**src/rtl/tcp_flow_classifier.sv**
```systemverilog
// Pass-through stage with an 8-deep fallthrough FIFO, plus an on-the-fly Ethernet/IPv4/TCP
// header parser that emits a one-cycle data/ACK strobe with two direction-normalised flow hashes.
module tcp_flow_classifier #(
   parameter int DATA_WIDTH      = 64,
   parameter int CTRL_WIDTH      = DATA_WIDTH / 8,
   parameter int SRAM_ADDR_WIDTH = 19
) (
   input  logic                       clk,
   input  logic                       reset,
   input  logic [DATA_WIDTH-1:0]      in_data,
   input  logic [CTRL_WIDTH-1:0]      in_ctrl,
   input  logic                       in_wr,
   output logic                       in_rdy,
   output logic [DATA_WIDTH-1:0]      out_data,
   output logic [CTRL_WIDTH-1:0]      out_ctrl,
   output logic                       out_wr,
   input  logic                       out_rdy,
   output logic [SRAM_ADDR_WIDTH-1:0] hash_0,
   output logic [SRAM_ADDR_WIDTH-1:0] hash_1,
   output logic                       data_pkt,
   output logic                       ack_pkt
);
   localparam int W      = SRAM_ADDR_WIDTH;
   localparam int FW     = CTRL_WIDTH + DATA_WIDTH;
   localparam int DEPTH  = 8;
   localparam int NCHUNK = (96 + W - 1) / W;

   typedef enum logic [1:0] {S_HDR, S_PARSE, S_TAIL} state_t;

   logic [FW-1:0] mem_q [DEPTH];
   logic [2:0]    wr_ptr_q, wr_ptr_d, rd_ptr_q, rd_ptr_d;
   logic [3:0]    count_q, count_d;
   logic          push, pop, empty, nearly_full;

   assign empty       = (count_q == 4'd0);
   assign nearly_full = (count_q >= 4'(DEPTH - 1));
   assign in_rdy      = !nearly_full;
   assign push        = in_wr && in_rdy;
   assign out_wr      = !empty && out_rdy;
   assign pop         = out_wr;
   assign {out_ctrl, out_data} = mem_q[rd_ptr_q];

   always_comb begin
      wr_ptr_d = wr_ptr_q + 3'(push);
      rd_ptr_d = rd_ptr_q + 3'(pop);
      count_d  = count_q + 4'(push) - 4'(pop);
   end

   always_ff @(posedge clk) begin
      if (push) mem_q[wr_ptr_q] <= {in_ctrl, in_data};
   end

   state_t        state_q, state_d;
   logic [2:0]    wcnt_q, wcnt_d;
   logic          prev_nz_q, prev_nz_d;
   logic [15:0]   ethertype_q, ethertype_d, total_len_q, total_len_d;
   logic [3:0]    version_q, version_d, ihl_q, ihl_d;
   logic [7:0]    protocol_q, protocol_d;
   logic [31:0]   src_ip_q, src_ip_d;
   logic [15:0]   dst_hi_q, dst_hi_d, dst_lo_q, dst_lo_d;
   logic [15:0]   src_port_q, src_port_d, dst_port_q, dst_port_d;
   logic          data_pkt_q, data_pkt_d, ack_pkt_q, ack_pkt_d;
   logic [W-1:0]  hash_0_q, hash_0_d, hash_1_q, hash_1_d;

   logic          ctrl_last, eligible, is_data, is_ack;
   logic [16:0]   plen;
   logic [95:0]   key_data, key_ack, key_sel, key_rot;

   function automatic logic [W-1:0] fold(input logic [95:0] k);
      logic [NCHUNK*W-1:0] p;
      logic [W-1:0]        h;
      p       = '0;
      p[95:0] = k;
      h       = '0;
      for (int c = 0; c < NCHUNK; c++) h = h ^ p[c*W +: W];
      return h;
   endfunction

   // Word 5 is classified combinationally while it is being accepted; strobe is registered.
   assign ctrl_last = (in_ctrl != '0);
   assign plen      = {1'b0, total_len_q} - 17'd20 - {11'd0, in_data[15:12], 2'b00};
   assign eligible  = (ethertype_q == 16'h0800) && (version_q == 4'd4) &&
                      (ihl_q == 4'd5) && (protocol_q == 8'd6);
   assign is_data   = eligible && !plen[16] && (plen != 17'd0);
   assign is_ack    = eligible && (plen == 17'd0) && in_data[4];
   assign key_data  = {src_ip_q, dst_hi_q, dst_lo_q, src_port_q, dst_port_q};
   assign key_ack   = {dst_hi_q, dst_lo_q, src_ip_q, dst_port_q, src_port_q};
   assign key_sel   = is_ack ? key_ack : key_data;
   assign key_rot   = {key_sel[78:0], key_sel[95:79]};

   always_comb begin
      state_d     = state_q;
      wcnt_d      = wcnt_q;
      prev_nz_d   = prev_nz_q;
      ethertype_d = ethertype_q;
      version_d   = version_q;
      ihl_d       = ihl_q;
      total_len_d = total_len_q;
      protocol_d  = protocol_q;
      src_ip_d    = src_ip_q;
      dst_hi_d    = dst_hi_q;
      dst_lo_d    = dst_lo_q;
      src_port_d  = src_port_q;
      dst_port_d  = dst_port_q;
      hash_0_d    = hash_0_q;
      hash_1_d    = hash_1_q;
      data_pkt_d  = 1'b0;
      ack_pkt_d   = 1'b0;
      if (push) begin
         prev_nz_d = ctrl_last;
         case (state_q)
            // Word 0 is only recognised on a ctrl!=0 -> ctrl==0 transition.
            S_HDR: begin
               if (!ctrl_last && prev_nz_q) begin
                  state_d = S_PARSE;
                  wcnt_d  = 3'd1;
               end
            end
            S_PARSE: begin
               wcnt_d = wcnt_q + 3'd1;
               case (wcnt_q)
                  3'd1: begin
                     ethertype_d = in_data[31:16];
                     version_d   = in_data[15:12];
                     ihl_d       = in_data[11:8];
                  end
                  3'd2: begin
                     total_len_d = in_data[63:48];
                     protocol_d  = in_data[7:0];
                  end
                  3'd3: begin
                     src_ip_d = in_data[47:16];
                     dst_hi_d = in_data[15:0];
                  end
                  3'd4: begin
                     dst_lo_d   = in_data[63:48];
                     src_port_d = in_data[47:32];
                     dst_port_d = in_data[31:16];
                  end
                  default: ;
               endcase
               if (wcnt_q == 3'd5) begin
                  data_pkt_d = is_data;
                  ack_pkt_d  = is_ack;
                  if (is_data || is_ack) begin
                     hash_0_d = fold(key_sel);
                     hash_1_d = fold(key_rot);
                  end
                  state_d = ctrl_last ? S_HDR : S_TAIL;
               end else if (ctrl_last) begin
                  state_d = S_HDR;
               end
            end
            S_TAIL: if (ctrl_last) state_d = S_HDR;
            default: state_d = S_HDR;
         endcase
      end
   end

   always_ff @(posedge clk) begin
      if (reset) begin
         wr_ptr_q    <= '0;
         rd_ptr_q    <= '0;
         count_q     <= '0;
         state_q     <= S_HDR;
         wcnt_q      <= '0;
         prev_nz_q   <= 1'b0;
         ethertype_q <= '0;
         version_q   <= '0;
         ihl_q       <= '0;
         total_len_q <= '0;
         protocol_q  <= '0;
         src_ip_q    <= '0;
         dst_hi_q    <= '0;
         dst_lo_q    <= '0;
         src_port_q  <= '0;
         dst_port_q  <= '0;
         hash_0_q    <= '0;
         hash_1_q    <= '0;
         data_pkt_q  <= 1'b0;
         ack_pkt_q   <= 1'b0;
      end else begin
         wr_ptr_q    <= wr_ptr_d;
         rd_ptr_q    <= rd_ptr_d;
         count_q     <= count_d;
         state_q     <= state_d;
         wcnt_q      <= wcnt_d;
         prev_nz_q   <= prev_nz_d;
         ethertype_q <= ethertype_d;
         version_q   <= version_d;
         ihl_q       <= ihl_d;
         total_len_q <= total_len_d;
         protocol_q  <= protocol_d;
         src_ip_q    <= src_ip_d;
         dst_hi_q    <= dst_hi_d;
         dst_lo_q    <= dst_lo_d;
         src_port_q  <= src_port_d;
         dst_port_q  <= dst_port_d;
         hash_0_q    <= hash_0_d;
         hash_1_q    <= hash_1_d;
         data_pkt_q  <= data_pkt_d;
         ack_pkt_q   <= ack_pkt_d;
      end
   end

   assign hash_0   = hash_0_q;
   assign hash_1   = hash_1_q;
   assign data_pkt = data_pkt_q;
   assign ack_pkt  = ack_pkt_q;
endmodule
```
**config.mk**
```make
export PLATFORM = sky130hd
export DESIGN_NAME = tcp_flow_classifier
export DESIGN_NICKNAME = d
export VERILOG_FILES = /design/src/rtl/tcp_flow_classifier.sv
export SDC_FILE = /design/constraint.sdc
export NUM_CORES = 1
export LEC_CHECK = 0
export ABC_AREA = 1
export ABC_CLOCK_PERIOD_IN_PS = 13650
export CORE_MARGIN = 2
export CORE_UTILIZATION = 30
export CTS_BUF_LIST = sky130_fd_sc_hd__clkbuf_4 sky130_fd_sc_hd__clkbuf_8
export CTS_CLUSTER_SIZE = 8
export DETAILED_ROUTE_END_ITERATION = 8
export GPL_TIMING_DRIVEN = 0
export PLACE_DENSITY = 0.43
export RECOVER_POWER = 50
export SYNTH_ARGS = -nofsm -noshare
export SYNTH_HDL_FRONTEND = slang
export SYNTH_SLANG_ARGS = --single-unit
```
**constraint.sdc**
```tcl
create_clock -name clk -period 13.65 [get_ports clk]
set_input_delay 3.4125 -clock clk [delete_from_list [all_inputs] [get_ports clk]]
set_output_delay 3.4125 -clock clk [all_outputs]
set_load 0.05 [all_outputs]
```
==> results by stage, run 1 <==
GRT:
- In the global route stage, overall resource usage came out at 0.200.
- The remaining global-route overflow is 0.
- The number of antenna violations at the first check in global routing is 17.
- The wire length of the first global-routing pass is 161000 um.
- The maximum number of pins on one net before global-route repair is 27.
- The via count of the first global-routing pass is 23399.

STA:
- At the pin with the least slew margin, the transition time is 2460 ps.
- The total count of hold-check failures in the final report is 0.
- The timing-limited maximum frequency is 106 MHz.
- Setup violations remaining at the end of the flow were counted as 0.
- Dividing the final minimum period by the clock period gives 0.691.
- Measured against its own limit, the worst slew margin works out to -0.645.
- The worst-case clock skew is 31.8 ps.
- The summed negative setup slack over all endpoints is 0 ps.
- The max-slew violation count is 182.
- Setup repair after global routing left no endpoint under its margin.
- The final worst-path setup slack is 4220 ps.
- The clock period minus worst slack is 9430 ps.

Clocking:
- Once the clock tree was built, the setup fixing pass inserted 0 buffers.
- The clock latency on the worst-skew pair is 810 ps.
- The maximum clock insertion buffer count is 3.
- The total number of H-tree levels is 4.
- Buffers inserted during clock tree synthesis total 139.
- The hold buffer count at cts is 0.
- The clock transition time at the flip-flop clock pins of the worst setup and hold paths is 60 ps.
- For this design, the sink count on the clock tree is 775.
- The TritonCTS clock tree is yes.
- The number of gates given a new drive strength after cts is 0.
- The tree is rooted in a clkbuf_8.

Drt:
- After detailed routing, the number of vias per cell comes to 4.81.
- The routed design has 112000 um of wire.
- Dividing the detail-routed wire length by the instance count gives 22.5 um.
- The number of design-rule violations left by the first detailed-router iteration is 1755.
- The post-route antenna net violation count is 0.
- The total via count in the routed design is 24046.
- For this run, the detailed router's first-pass iteration total came to 5.
- The DRC violation count after routing is 0.

Synth:
- Yosys mapped a number of flops with a built-in enable equal to 576.
- The number of register bits inferred by synthesis is 775.
- The Yosys step of the flow raised 0 warnings.
- The area share of the largest cell type after synthesis is 0.533.
- The fraction of registers with async set or reset after synthesis is 0.
- After synthesis, the mean cell area works out to 10.4 sq um.
- The predominant post-synthesis flop cell is edfxtp_1.
- The synthesized net count is 3234.
- The most area-hungry cell type in the Yosys netlist is edfxtp_1.
- Synthesis handed over a netlist of 3132 instances.
- For this run, the register share of the synthesized area comes to 0.656.
- By area the synthesized netlist is led by edfxtp_1, dfxtp_1, nor2_1, o21ai_0, nand2_1.
- The post-synthesis cell area is 32400 sq um.
- After synthesis, the netlist uses 45 different library cells.

Critical path:
- The endpoint required time on the critical path is 10240 ps.
- The worst setup path is captured at an output pin.
- The worst-path maximum fanout is 3.
- The critical path is of the in2out type.
- STA classifies the critical path startpoint as an input pin.
- Data arrives at the worst endpoint at 6020 ps.

Floorplanning:
- The core region area is 107000 sq um.
- The row count is 120.
- For this configuration, the core starts out at a cell density of 0.303.
- The number of placed I/O pins is 190.
- The floorplan step defined a die boundary enclosing 111000 sq um.
- The height of the die is 333 um.
- In this run the horizontal extent of the chip is 333 um.

Status:
- The final reports fail on capacitance limit, slew limit.
- The flow ran to the end, but the final reports show violations.

Power:
- The internal power is 4370 uW.
- The total power divided by cell area is 174 nW/um^2.
- The share of total power dissipated in the clock network is 0.319.
- Of the total power, the share spent switching nets is 0.361.
- For this design the static power due to leakage is 0.0137 uW.
- VDD sags by at most 0.0000879 V.
- The fraction of power consumed by sequential logic is 0.389.
- Of the total power, combinational logic draws 0.292.
- The net switching component of the power is 2470 uW.

Final layout:
- The library cell used most frequently in the layout, excluding fill and tap cells, is nor2_1.
- In the layout the commonest cells are nor2_1, edfxtp_1, o21ai_0, nand2_1, dfxtp_1.
- The layout overhead on the synthesized area is 21.0%.
- At the end of the flow, the number of nets in the layout was 3587.
- Fill cells in the final layout number 10964.
- The final design area excluding fillers is 39200 sq um.
- The share of cells above drive strength 1 is 0.0892.

Placement:
- The placed instances occupy a cell area of 36600 sq um.
- At the placement stage, the worst setup path has a slack of 4290 ps.
- The final HPWL from detailed placement is 78500 um.
- Routability-driven placement finished with a final weighted congestion of 0.860.
- The quantity of I/O buffers inserted on ports is 189.

Flow run:
- The max capacitance violation total is 8.

Min path:
- The worst hold-check path type is reg2reg.
cell type report:
type                    instances  area, sq um  area share
multi-input cells            2020         9880       0.252
repair buffers                212         2270      0.0578
clock buffers                 214         2560      0.0652
flip-flops and latches        775        21300       0.542
inverters                     164          617      0.0157
diodes                          7         17.5    0.000446
well taps                    1403         1760      0.0447
clock inverters                31          185     0.00472
plain buffers                 173          686      0.0175
cells by family after synthesis:
family | Yosys count | share of synthesized area
and+or+nand+nor | 1180 | 0.144
DFF | 775 | 0.656
AOI/OAI and AO/OA | 692 | 0.116
buffers and inverters | 337 | 0.0401
xor gates and xnor gates | 121 | 0.0327
adders and majority gates | 26 | 0.0103
muxes | 1 | 0.000309
sequential cells by signal, indices dropped and copies added, names as in the netlist, 3 cells and up:
register / count
protocol_q: 8
wr_ptr_q: 3
src_ip_q: 32
wcnt_q: 3
rd_ptr_q: 3
total_len_q: 16
dst_lo_q: 16
src_port_q: 16
mem_q: 576
hash_0: 19
dst_hi_q: 16
ihl_q: 4
version_q: 4
count_q: 4
dst_port_q: 16
hash_1: 18
ethertype_q: 16
critical path: stages:
cell,delay (ps)
dlygate4sd3_1,540
a21boi_0,1050
clkdlybuf4s50_1,1020
power by group through the flow:
stage | sequential, uW | clock [uW] | combinational, uW
finish | 2660 | 2180 | 2000
global route | 2670 | 2340 | 2150
CTS | 2660 | 2250 | 2040
detailed placement | 2710 | 0 | 2040
global placement | 2730 | 0 | 2000
floorplan | 2710 | 0 | 1190
per-layer routing:
metal  up-vias  track usage  part of all wire
met1     11754        0.274              0.46
met3       174       0.0340             0.052
li1      11493            -                 -
met5         -            0                 0
met4         0       0.0672             0.027
met2       625        0.320              0.46
path summary, 6_finish.rpt:
path                   from              to  slack (ps)  depth (start not counted)
max                 out_rdy          out_wr        4220                          3
min          total_len_q[5]  total_len_q[5]         460                          2
max reg2reg      count_q[3]    mem_q[4][24]        8900                         10
min reg2reg  total_len_q[5]  total_len_q[5]         460                          2
per-stage QoR:
stage	hold WS (ps)	power (uW)	cells	util
6_report	460	6840	4999	0.366
5_1_grt	481	7150	4995	0.366
4_1_cts	460	6940	4992	0.367
3_5_place_dp	451	4740	4747	0.342
3_3_place_gp	450	4740	4724	0.337
2_1_floorplan	430	3900	3132	-
cells in the mapped netlist, types with 25 or more instances:
cell and instances:
nand2_1 252, xnor2_1 75, a21oi_1 70, o21ai_0 452, clkbuf_1 143, xor2_1 46
nand3_1 61, dfxtp_1 199, nor2_1 813, inv_1 148, ha_1 25, a31oi_1 72
edfxtp_1 576, o22ai_1 72
Note: power is estimated with default switching activity, not from simulation.
==> run 2, diff against run 1 <==
Settings changed: ABC_CLOCK_PERIOD_IN_PS 13650 to 9400.
Clock period 13.65 ns to 9.4 ns, I/O delays scaled along.
==> results of run 2 <==
Same layout as run 1 (identical final DEF). Status: finished, violations left: capacitance limit, slew limit.
Among the figures that moved: setup slack after placement 4290 ps -> 2130 ps; setup slack after layout 4220 ps -> 1430 ps; start point of the critical path out_rdy -> rd_ptr_q[0]; end point of the critical path out_wr -> out_data[15]; register-to-register setup slack 8900 ps -> 4650 ps; total power 6840 uW -> 9930 uW; worst IR drop on VDD 0.0000879 V -> 0.000128 V
